### src/rtl/nabeatsu_pkg.sv
// Shared types and constants for the nabeatsu judge counter.
package nabeatsu_pkg;

  localparam logic [1:0] MODE_OR  = 2'b00;
  localparam logic [1:0] MODE_DIV = 2'b01;
  localparam logic [1:0] MODE_DIG = 2'b10;
  localparam logic [1:0] MODE_AND = 2'b11;

  typedef logic [3:0] bcd_digit_t;

  // Decode up to five packed BCD digits, digit 0 in bits [3:0].
  function automatic int unsigned bcd_to_bin(input logic [19:0] bcd, input int unsigned n);
    int unsigned v;
    v = 0;
    for (int i = int'(n) - 1; i >= 0; i--) begin
      v = v * 10 + int'(bcd[i*4 +: 4]);
    end
    return v;
  endfunction

endpackage

### src/rtl/bcd_digit_cell.sv
// One decimal digit of the counter: ripple increment, wrap load and digit match.
module bcd_digit_cell
  import nabeatsu_pkg::*;
#(
  parameter int unsigned MATCH_DIGIT = 3,
  parameter bit          IS_LSD      = 1'b0
) (
  input  logic       CLK,
  input  logic       RST,
  input  logic       CLR,
  input  logic       load_one,
  input  logic       carry_in,
  output bcd_digit_t digit,
  output logic       carry_out,
  output logic       is_match,
  output logic       is_nonzero
);

  bcd_digit_t digit_q;

  always_ff @(posedge CLK) begin
    if (RST || CLR) begin
      digit_q <= '0;
    end else if (load_one) begin
      digit_q <= IS_LSD ? 4'd1 : 4'd0;
    end else if (carry_in) begin
      digit_q <= (digit_q == 4'd9) ? 4'd0 : digit_q + 4'd1;
    end
  end

  assign digit      = digit_q;
  assign carry_out  = carry_in && (digit_q == 4'd9);
  assign is_match   = (digit_q == 4'(MATCH_DIGIT));
  assign is_nonzero = (digit_q != 4'd0);

endmodule

### src/rtl/nabeatsu_counter.sv
// Binary/BCD counter with a running remainder that flags multiples of DIVISOR
// and counts containing MATCH_DIGIT, combined per MODE.
module nabeatsu_counter
  import nabeatsu_pkg::*;
#(
  parameter int unsigned NUM_DIGITS  = 3,
  parameter int unsigned MAX_COUNT   = 999,
  parameter int unsigned DIVISOR     = 3,
  parameter int unsigned MATCH_DIGIT = 3,
  localparam int unsigned BIN_W      = $clog2(MAX_COUNT + 1)
) (
  input  logic                    CLK,
  input  logic                    RST,
  input  logic                    EN,
  input  logic                    CLR,
  input  logic [1:0]              MODE,
  output logic [BIN_W-1:0]        COUNT,
  output logic [4*NUM_DIGITS-1:0] BCD,
  output logic                    DIV_HIT,
  output logic                    DIGIT_HIT,
  output logic                    AHO,
  output logic                    WRAP
);

  localparam int unsigned REM_W = $clog2(DIVISOR);

  if (MAX_COUNT > 10 ** NUM_DIGITS - 1) begin : g_bad_max_count
    $error("MAX_COUNT does not fit in NUM_DIGITS decimal digits");
  end

  logic [BIN_W-1:0]      cnt_q;
  logic [REM_W-1:0]      rem_q;
  logic                  wrap_q;
  logic                  at_max;
  logic                  step;
  logic [NUM_DIGITS:0]   carry;
  logic [NUM_DIGITS-1:0] is_match;
  logic [NUM_DIGITS-1:0] is_nonzero;
  logic [NUM_DIGITS-1:0] significant;
  logic                  unused_top_carry;

  assign at_max = (cnt_q == BIN_W'(MAX_COUNT));
  assign step   = EN && !CLR && !RST;

  always_ff @(posedge CLK) begin
    if (RST || CLR) begin
      cnt_q  <= '0;
      rem_q  <= '0;
      wrap_q <= 1'b0;
    end else if (EN) begin
      if (at_max) begin
        // Wrap lands on 1, so the remainder restarts at 1 mod DIVISOR (DIVISOR >= 2).
        cnt_q  <= BIN_W'(1);
        rem_q  <= REM_W'(1);
        wrap_q <= 1'b1;
      end else begin
        cnt_q  <= cnt_q + BIN_W'(1);
        rem_q  <= (rem_q == REM_W'(DIVISOR - 1)) ? '0 : rem_q + REM_W'(1);
        wrap_q <= 1'b0;
      end
    end else begin
      wrap_q <= 1'b0;
    end
  end

  assign carry[0] = step && !at_max;

  for (genvar i = 0; i < NUM_DIGITS; i++) begin : g_digit
    bcd_digit_cell #(
      .MATCH_DIGIT (MATCH_DIGIT),
      .IS_LSD      (i == 0)
    ) u_cell (
      .CLK        (CLK),
      .RST        (RST),
      .CLR        (CLR),
      .load_one   (step && at_max),
      .carry_in   (carry[i]),
      .digit      (BCD[4*i +: 4]),
      .carry_out  (carry[i+1]),
      .is_match   (is_match[i]),
      .is_nonzero (is_nonzero[i])
    );
  end

  assign unused_top_carry = carry[NUM_DIGITS];

  // A digit counts only at or below the highest nonzero digit.
  always_comb begin
    significant = '0;
    significant[NUM_DIGITS-1] = is_nonzero[NUM_DIGITS-1];
    for (int i = NUM_DIGITS - 2; i >= 0; i--) begin
      significant[i] = significant[i+1] || is_nonzero[i];
    end
  end

  assign DIV_HIT   = (cnt_q != '0) && (rem_q == '0);
  assign DIGIT_HIT = |(is_match & significant);

  always_comb begin
    AHO = 1'b0;
    case (MODE)
      MODE_OR:  AHO = DIV_HIT || DIGIT_HIT;
      MODE_DIV: AHO = DIV_HIT;
      MODE_DIG: AHO = DIGIT_HIT;
      MODE_AND: AHO = DIV_HIT && DIGIT_HIT;
      default:  AHO = 1'b0;
    endcase
    AHO = AHO && (cnt_q != '0);
  end

  assign COUNT = cnt_q;
  assign WRAP  = wrap_q;

endmodule

### config.mk
export PLATFORM = sky130hd
export DESIGN_NAME = nabeatsu_counter
export DESIGN_NICKNAME = d
export VERILOG_FILES = /design/src/rtl/nabeatsu_pkg.sv /design/src/rtl/bcd_digit_cell.sv /design/src/rtl/nabeatsu_counter.sv
export SDC_FILE = /design/constraint.sdc
export NUM_CORES = 1
export LEC_CHECK = 0
export BUFFER_PORTS_ARGS = -buffer_cell sky130_fd_sc_hd__clkbuf_2
export CAP_MARGIN = 5
export CELL_PAD_IN_SITES_DETAIL_PLACEMENT = 0
export CELL_PAD_IN_SITES_GLOBAL_PLACEMENT = 2
export CORE_AREA = 2 2 102 55
export CTS_CLUSTER_SIZE = 25
export DETAILED_ROUTE_END_ITERATION = 6
export DIE_AREA = 0 0 104 57
export GPL_TIMING_DRIVEN = 0
export MAX_ROUTING_LAYER = met4
export PLACE_DENSITY = 0.7
export SYNTH_ARGS = -nofsm -noshare
export SYNTH_HDL_FRONTEND = slang
export SYNTH_HIERARCHICAL = 1
export SYNTH_SLANG_ARGS = --single-unit
### constraint.sdc
create_clock -name CLK -period 2.4 [get_ports CLK]
set_input_delay 0.24 -clock CLK [delete_from_list [all_inputs] [get_ports CLK]]
set_output_delay 0.24 -clock CLK [all_outputs]
set_load 0.005 [all_outputs]
==> results of run 1 <==
-- cell type report --
cell class,count,area [um^2]
clock buffers,3,41.3
repair buffers,32,163
inverters,6,22.5
plain buffers,2,8.76
clock inverters,1,5.00
fillers,557,3450
flip-flops and latches,25,510
multi-input cells,123,846
well taps,73,91.3
-- power by group through the flow --
stage | combinational [mW] | clock [mW] | sequential [mW]
3_3_place_gp | 0.0397 | 0 | 0.431
4_1_cts | 0.0407 | 0.277 | 0.421
3_5_place_dp | 0.0403 | 0 | 0.431
2_1_floorplan | 0.0231 | 0 | 0.430
5_1_grt | 0.0460 | 0.293 | 0.420
6_report | 0.0406 | 0.262 | 0.419
-- cell usage in the layout, fill, tap and decap left out, types with 2 or more instances in the layout --
cell	count
sky130_fd_sc_hd__dfxtp_2	2
sky130_fd_sc_hd__and4b_2	2
sky130_fd_sc_hd__nand2_2	3
sky130_fd_sc_hd__o21ai_0	9
sky130_fd_sc_hd__clkbuf_2	31
sky130_fd_sc_hd__nand3_1	4
sky130_fd_sc_hd__dfxtp_1	21
sky130_fd_sc_hd__inv_1	6
sky130_fd_sc_hd__a211o_1	2
sky130_fd_sc_hd__clkbuf_8	3
sky130_fd_sc_hd__or2_2	2
sky130_fd_sc_hd__nor2b_1	4
sky130_fd_sc_hd__nor3_1	8
sky130_fd_sc_hd__nor2_1	11
sky130_fd_sc_hd__o31ai_1	4
sky130_fd_sc_hd__a21oi_1	10
sky130_fd_sc_hd__a21oi_2	3
sky130_fd_sc_hd__xnor2_1	3
sky130_fd_sc_hd__xor2_1	5
sky130_fd_sc_hd__dfxtp_4	2
sky130_fd_sc_hd__a31oi_1	2
sky130_fd_sc_hd__or4_1	7
sky130_fd_sc_hd__nor2b_2	2
sky130_fd_sc_hd__or3_1	9
sky130_fd_sc_hd__nand4_1	4
sky130_fd_sc_hd__nand2_1	10
-- per-layer routing --
layer / vias up / wire [um]
met5: - / 0
met4: 0 / 17
met3: 2 / 131
met2: 21 / 1420
met1: 617 / 1930
li1: 658 / -
-- worst max-delay path, cell delays in order, from the launching register on --
cell and delay (ns):
sky130_fd_sc_hd__dfxtp_4 0.40, sky130_fd_sc_hd__and4bb_2 0.26, sky130_fd_sc_hd__nand3_2 0.13, sky130_fd_sc_hd__and3_4 0.23, sky130_fd_sc_hd__and4_4 0.27, sky130_fd_sc_hd__nand2_2 0.10, sky130_fd_sc_hd__nor3b_4 0.26, sky130_fd_sc_hd__nand2_2 0.08
sky130_fd_sc_hd__or3_1 0.33, sky130_fd_sc_hd__a21oi_2 0.13
-- stage by stage --
| step | worst slack, ns | setup TNS (ns) |
|---|---|---|
| after floorplan | 0.118 | 0 |
| after global placement | -0.268 | -0.623 |
| after detailed placement | -0.331 | -0.821 |
| after CTS | 0.0112 | 0 |
| after global routing | 0.00102 | 0 |
| final | 0.148 | 0 |
-- how the worst max path moves through the flow --
stage / slack (ns) / end / cells past startpoint
final: 0.15 / g_digit[2].u_cell/digit[1] / 9
after global routing: 0.001 / g_digit[2].u_cell/digit[1] / 9
after CTS: 0.01 / g_digit[2].u_cell/digit[1] / 9
after detailed placement: -0.33 / g_digit[2].u_cell/digit[1] / 9
after global placement: -0.27 / g_digit[2].u_cell/digit[1] / 9
after floorplan: 0.12 / g_digit[2].u_cell/digit[1] / 9
-- flip-flops by register name (all words and copies together), names as in the netlist --
register,flops
g_digit.u_cell/digit,12
COUNT,10
rem_q,2
WRAP,1
-- repair_timing --
| action | CTS | global route |
|---|---|---|
| hold buffers | 0 | 0 |
| setup buffers | 1 | 0 |
| pin swaps | 1 | 1 |
| gates resized for setup | 6 | 8 |
| endpoints found under the setup margin | 4 | 5 |
==> results.md, run 1 <==
- The flow ran to the end, and the final reports show no timing, DRC or antenna violations.
- Internal power comes to 548 uW.
- In the final design database the tool counted 201 nets.
- At the worst endpoint, the required time is approximately 2.6 ns.
- The routing layer with the top usage in global route is met1.
- The worst setup path is of the register to register kind.
- The first global-routing pass estimated ~5700 um of wire.
- During synthesis, Yosys emitted a total of 6 warnings.
- Input and output buffers added on the ports amount to 31.
- The floorplan step defined a core boundary enclosing roughly 5000 um^2.
- The net switching power is between 150 and 200 uW.
- Once detailed placement completed, the half-perimeter wirelength came to 2710 um.
- The worst-skew pair later-pin latency is about 0.28 ns.
- Measured in cells, the most critical reg-to-reg path has a length of 9.
- Final hold analysis gives a worst-case slack of 0.183 ns.
- The clock buffer count from CTS is 3.
- The terminating pin of the worst hold path is g_digit[0].u_cell/digit[0].
- Dividing the synthesized area by the synthesized cell count gives 8.62 um^2.
- In the finished design, the share of the clock period the worst path needs comes to between 90% and 100%.
- Based on the critical path, the design can be clocked at up to 444 MHz.
- The met2 capacity usage during global routing is around 17%.
- Counting instances, the worst hold path has a depth of 2.
- For this run, design rule violations remaining after detail routing come to 0.
- For the pin with the worst max-slew slack, the measured transition is 0.403 ns.
- The leakage power is 0.652 nW.
- The count of cells in the finished layout, fillers not included, comes to 265.
- In the routed layout, each cell is associated on average with a via count of 4.90.
- The mapped netlist covers 1350 um^2.
- The global-route congestion overflow total is 0.
- Row generation in the floorplan step produced 19 rows.
- Summed over all layers, the routed wires come to about 3500 um.
- Entering global routing, the biggest net connects 15 pins.
- In this run, flip-flops and latches consume between 50 and 60% of the power.
- The total nets after synthesis is between 150 and 200.
- The die is 57 um tall.
- The detailed router finished its first iteration with 45 violations.
- The share of power burned in the clock network is 36.4%.
- The hold violation count in the final report was 0.
- The maximum vdd ir drop is 230 uV.
- The die span in x is 104 um.
- Dividing total power by cell area gives a power density of 428 nW/um^2.
- STA classifies the critical path startpoint as a register.
- The boundary pin count is 32.
- The largest buffer count on any clock path is 2.
- The total global routing track utilization is 12.5%.
- The wire length per cell after detailed routing is 13.2 um.
- The total via count in the routed design is between 1000 and 1500.
- The power consumption is between 700 and 800 uW.
- From synthesis to final layout, the design area changed by 25.5%.
- The clock input transition at the sequential cells of the worst setup and hold paths is 0.10 ns.
- The number of antenna violations at the first check in global routing is 0.
- The first element of the critical path is COUNT[3].
- Once layout is complete, the utilization of the core stands at about a third.
- On the final layout, the worst clock skew is 0.00564 ns.
- Cells with a size suffix above 1 make up 33.9% of the layout.
- The starting density of the core is 26.2%.
- The logic gate share of total power is 5.6%.
- The first TritonRoute pass finished after 4 iterations.
- The floorplan step defined a die boundary enclosing 5930 um^2.
- The via count of the first global-routing pass is 1131.
- The startpoint identified for the worst register-to-register timing path is COUNT[3].
- Clock tree synthesis found a total of 25 sinks.
- Net switching is 24.1% of the power.
- Routability-driven placement finished with a final weighted congestion of 0.894.
- The maximum fanout along the worst path is 6.
- The count of nets left with antenna violations once routing finished came out at 0.
- The worst hold path belongs to the class input port to register.
- The number of failing setup endpoints in the final timing report is 0.
- The data arrival time of the critical path is 2.46 ns.
- The final number of max-transition violations is 0.
- In this run the clock root is driven by a sky130_fd_sc_hd__clkbuf_8.
- Setup repair after global routing left no endpoint under its margin.
- TritonCTS built the clock tree.
- After detailed placement, the design holds a cell count of 260.
- The shortest period the worst path allows is 2.25 ns.
- The global-route track usage on met3 is 3.31%.
- The worst-case register-to-register setup slack is 0.15 ns.
- The tool flagged a number of max-cap violations equal to 0.
- The number of instances in the synthesized netlist is approximately 160.
- The reg-to-reg endpoint is g_digit[2].u_cell/digit[1].
- The start point of the worst hold path is RST.
- The max-slew headroom at the worst pin is 72.8%.
- The cell area after placement is between 1500 and 2000 um^2.
- The level count of the clock H-tree is 1.
- The number of antenna repair diodes is 0.
- The worst setup path is captured at a register.
- The routing usage on met1 is 18.2%.
- After routing the design area is 1690 um^2.
No activity file was read; power rests on OpenSTA's default activity.
==> inputs of run 2 (changes only) <==
--- a/config.mk
+++ b/config.mk
@@ -5,7 +5,7 @@
 export SDC_FILE = /design/constraint.sdc
 export NUM_CORES = 1
 export LEC_CHECK = 0
-export BUFFER_PORTS_ARGS = -buffer_cell sky130_fd_sc_hd__clkbuf_2
+export BUFFER_PORTS_ARGS = -buffer_cell sky130_fd_sc_hd__buf_2
 export CAP_MARGIN = 5
 export CELL_PAD_IN_SITES_DETAIL_PLACEMENT = 0
 export CELL_PAD_IN_SITES_GLOBAL_PLACEMENT = 2
==> run 2 against run 1 <==
Effect of this change: combinational power shrank 1%; clock power about the same; sequential power is essentially flat; sequential share of layout area rose by 0.076 points; flip-flop and latch count is the same; utilization is 0.24 points lower; global-route usage hardly changed; register-to-register slack better by 0.02 ns; via count shrank 1.7%; final cell count unchanged; fmax rose by 1.0%.
==> results.md, run 2 (synthesis results as in run 1) <==
- Outcome: complete, no violations (unchanged).
- The remaining antenna violation count after routing is 0 (unchanged).
- The die span in x came to 104 um (unchanged).
- The max-slew headroom at the worst pin is 61.6% (was 72.8%).
- The achievable clock frequency is 449 MHz (was 444 MHz).
- The global-route congestion overflow total is 0 (unchanged).
- The cell at the slowest stage of the critical path was sky130_fd_sc_hd__or4_1 (was sky130_fd_sc_hd__dfxtp_4).
- The hold violation count in the final report was 0 (unchanged).
- The clock root buffer is sky130_fd_sc_hd__clkbuf_8 (unchanged).
- The data arrival time of the critical path is 1.99 ns (was 2.46 ns).
- The largest stage delay on the critical path is 0.57 ns (was 0.40 ns).
- The cell area after placement is 1600 um^2 (unchanged).
- The count of placed standard cells in the final layout, fillers left out is 265 (unchanged).
- The total routed wirelength is 3430 um (was 3500 um).
- The ratio of final minimum period to clock period is 92.9% (was 93.8%).
- The fraction of power spent switching nets came to 23.8% (was 24.1%).
- The number of failing setup endpoints in the final timing report is 0 (unchanged).
- The final sum of negative setup slack is 0 ns (unchanged).
- The worst-skew pair later-pin latency is 0.27 ns (was 0.28 ns).
- The wire length per cell after detailed routing is 12.9 um (was 13.2 um).
- The number of hold-repair buffers added at the cts stage is 0 (unchanged).
- The number of DRC violations after detailed-routing iteration 0 is 22 (was 45).
- The routability congestion estimate came to 0.889 (was 0.894).
- The level count of the clock H-tree came to 1 (unchanged).
- The pre-CTS worst setup slack is -0.282 ns (was -0.331 ns).
- The total half-perimeter wirelength after legalization and detailed placement was 2640 um (was 2710 um).
- The clock input transition at the sequential cells of the worst setup and hold paths is 0.09 ns (was 0.10 ns).
- The area used by sequential logic in the layout is 508 um^2 (was 510 um^2).
- The number of core rows came to 19 (unchanged).
- The flip-flop count of the largest register, all copies and words added is 12 (unchanged).
- The final worst clock skew is 0.00259 ns (was 0.00564 ns).
- The via count of the first global-routing pass is 1174 (was 1131).
- The total via count in the routed design is 1276 (was 1298).
- The worst setup margin is 0.171 ns (was 0.148 ns).
- The first-pass detailed-route iteration total was 4 (unchanged).
- The clock buffer count from CTS is 3 (unchanged).
- The die outline height is 57 um (unchanged).
- The via count normalized by instance count is 4.82 (was 4.90).
- The count of unresolved DRC violations after routing is 0 (unchanged).
- The internal power component is 549 uW (was 548 uW).
- The type of the setup path with the least slack was register to primary output (was register to register).
- The floorplan die area is 5930 um^2 (unchanged).
- The growth of design area from synthesis to finish is 24.6% (was 25.5%).
- The share of final-layout standard cells stronger than drive strength 1 is 33.3% (was 33.9%).
- The power consumption is 720 uW (was 722 uW).
- The worst reg-to-reg path cell count is 9 (unchanged).
- The share of power burned in the clock network is 36.1% (was 36.4%).
- The class of the tightest hold or removal check is input port to register (unchanged).
- The global-route wire length before repair was 5670 um (was 5660 um).
- The final number of max-transition violations is 0 (unchanged).
- The number of antenna violations at the first check in global routing came to 0 (unchanged).
- The largest buffer count on any clock path came to 2 (unchanged).
- The total number of nets in the final design is 201 (unchanged).
- The hold-critical path depth is 2 (unchanged).
- The maximum vdd ir drop came to 210 uV (was 230 uV).
- The number of sinks on the clock net is 25 (unchanged).
- The number of instances in the placed design is 260 (unchanged).
- The power per cell area is 430 nW/um^2 (was 428 nW/um^2).
- The maximum fanout along the worst path is 8 (was 6).
- The number of antenna repair diodes came to 0 (unchanged).
- The filler cell count was 552 (was 557).
- The starting density of the core is 26.2% (unchanged).
- The sort of element at the end of the critical path is a primary output (was register).
- The max capacitance violation total is 0 (unchanged).
- The shortest period the worst path allows is 2.23 ns (was 2.25 ns).
- The category of the worst setup path launch point is a register (unchanged).
- The data required time of the critical path is 2.16 ns (was 2.61 ns).
- The share of power burned in registers is 58.3% (was 58.0%).
- The area of the core region is 5130 um^2 (unchanged).
- Commonest cells after routing, fill and taps aside: 32 x sky130_fd_sc_hd__buf_2, 21 x sky130_fd_sc_hd__dfxtp_1, 11 x sky130_fd_sc_hd__nor2_1 (was 31 x sky130_fd_sc_hd__clkbuf_2, 21 x sky130_fd_sc_hd__dfxtp_1, 11 x sky130_fd_sc_hd__nor2_1).
- The count of input and output buffers is 31 (unchanged).
- The final instance area came to 1680 um^2 (was 1690 um^2).
- The area of the multi-input gates is 836 um^2 (was 846 um^2).
- The leakage power is 0.675 nW (was 0.652 nW).
- The net switching power is 171 uW (was 174 uW).
- The logic gate share of total power is 5.6% (about the same).
- The total global routing track utilization was 12.4% (was 12.5%).
- RSZ-0062 raised after global routing: no (unchanged).
- The pin count of the biggest net entering global routing came to 15 (unchanged).
- The commonest non-fill, non-tap cell in the layout is sky130_fd_sc_hd__buf_2 (was sky130_fd_sc_hd__clkbuf_2).
- Worst-path cell chain: or4_1 -> or3_1 -> nand4b_1 -> a31oi_1 -> buf_2 (was and4bb_2 -> nand3_2 -> and3_4 -> and4_4 -> nand2_2 -> nor3b_4 -> nand2_2 -> or3_1 -> a21oi_2).
- The CTS tree is yes (unchanged).
- The boundary pin count was 32 (unchanged).
- The measured slew at the worst slew-check pin is 0.569 ns (was 0.403 ns).
## run 2: changes by cell type in the layout (fill, tap and decap cells not counted), sizes merged
cell and change:
clkbuf -31, buf +31
## run 2: metal layers
metal,wire (um),share of wire [%],up-vias,GRT usage [%]
li1,-,-,661,-
met1,1920,56,590,17.8
met2,1360,40,25,17.6
met3,143,4.2,0,3.43
met4,0,0,0,2.12
met5,0,0,-,-
## run 2: what timing repair did
action / CTS / global route
setup buffers: 1 / 0
pin swaps: 1 / 0
resized for setup: 5 / 6
setup endpoints to repair: 4 / 4
## run 2: path summary, 6_finish.rpt
path / from / end / slack, ns
worst min-delay path: RST / g_digit[0].u_cell/digit[0] / 0.18
worst min register to register: COUNT[9] / COUNT[9] / 0.53
worst max register to register: COUNT[4] / g_digit[2].u_cell/digit[1] / 0.17
worst max-delay path: g_digit[2].u_cell/digit[1] / AHO / 0.17
## run 2: area by class of cell
cell class | count | share of cell area (%)
Sequential cell | 25 | 30.3
Multi-Input combinational cell | 123 | 49.9
Buffer | 2 | 0.523
Timing Repair Buffer | 32 | 9.71
Clock buffer | 3 | 2.46
Inverter | 6 | 1.34
Tap cell | 73 | 5.45
Clock inverter | 1 | 0.299
## run 2: power groups by stage
stage / registers [mW] / clock network, mW / logic (mW)
after CTS: 0.421 / 0.271 / 0.0404
after global placement: 0.430 / 0 / 0.0397
final: 0.420 / 0.260 / 0.0400
after global routing: 0.421 / 0.287 / 0.0453
after floorplan: 0.430 / 0 / 0.0231
after detailed placement: 0.431 / 0 / 0.0402
## run 2: stage by stage
stage               utilization [%]  hold WS, ns
floorplan                         -        0.317
detailed placement             31.1        0.474
global route                   32.6        0.183
finish                         32.6        0.181
CTS                            32.4        0.178
global placement               31.1        0.468
## run 2: critical path: cells and delay by family, from the launching register on
kind            cells  cell delay, ns
compound gates      1            0.09
buf+inv             1            0.14
flops               1            0.39
simple gates        3            1.09
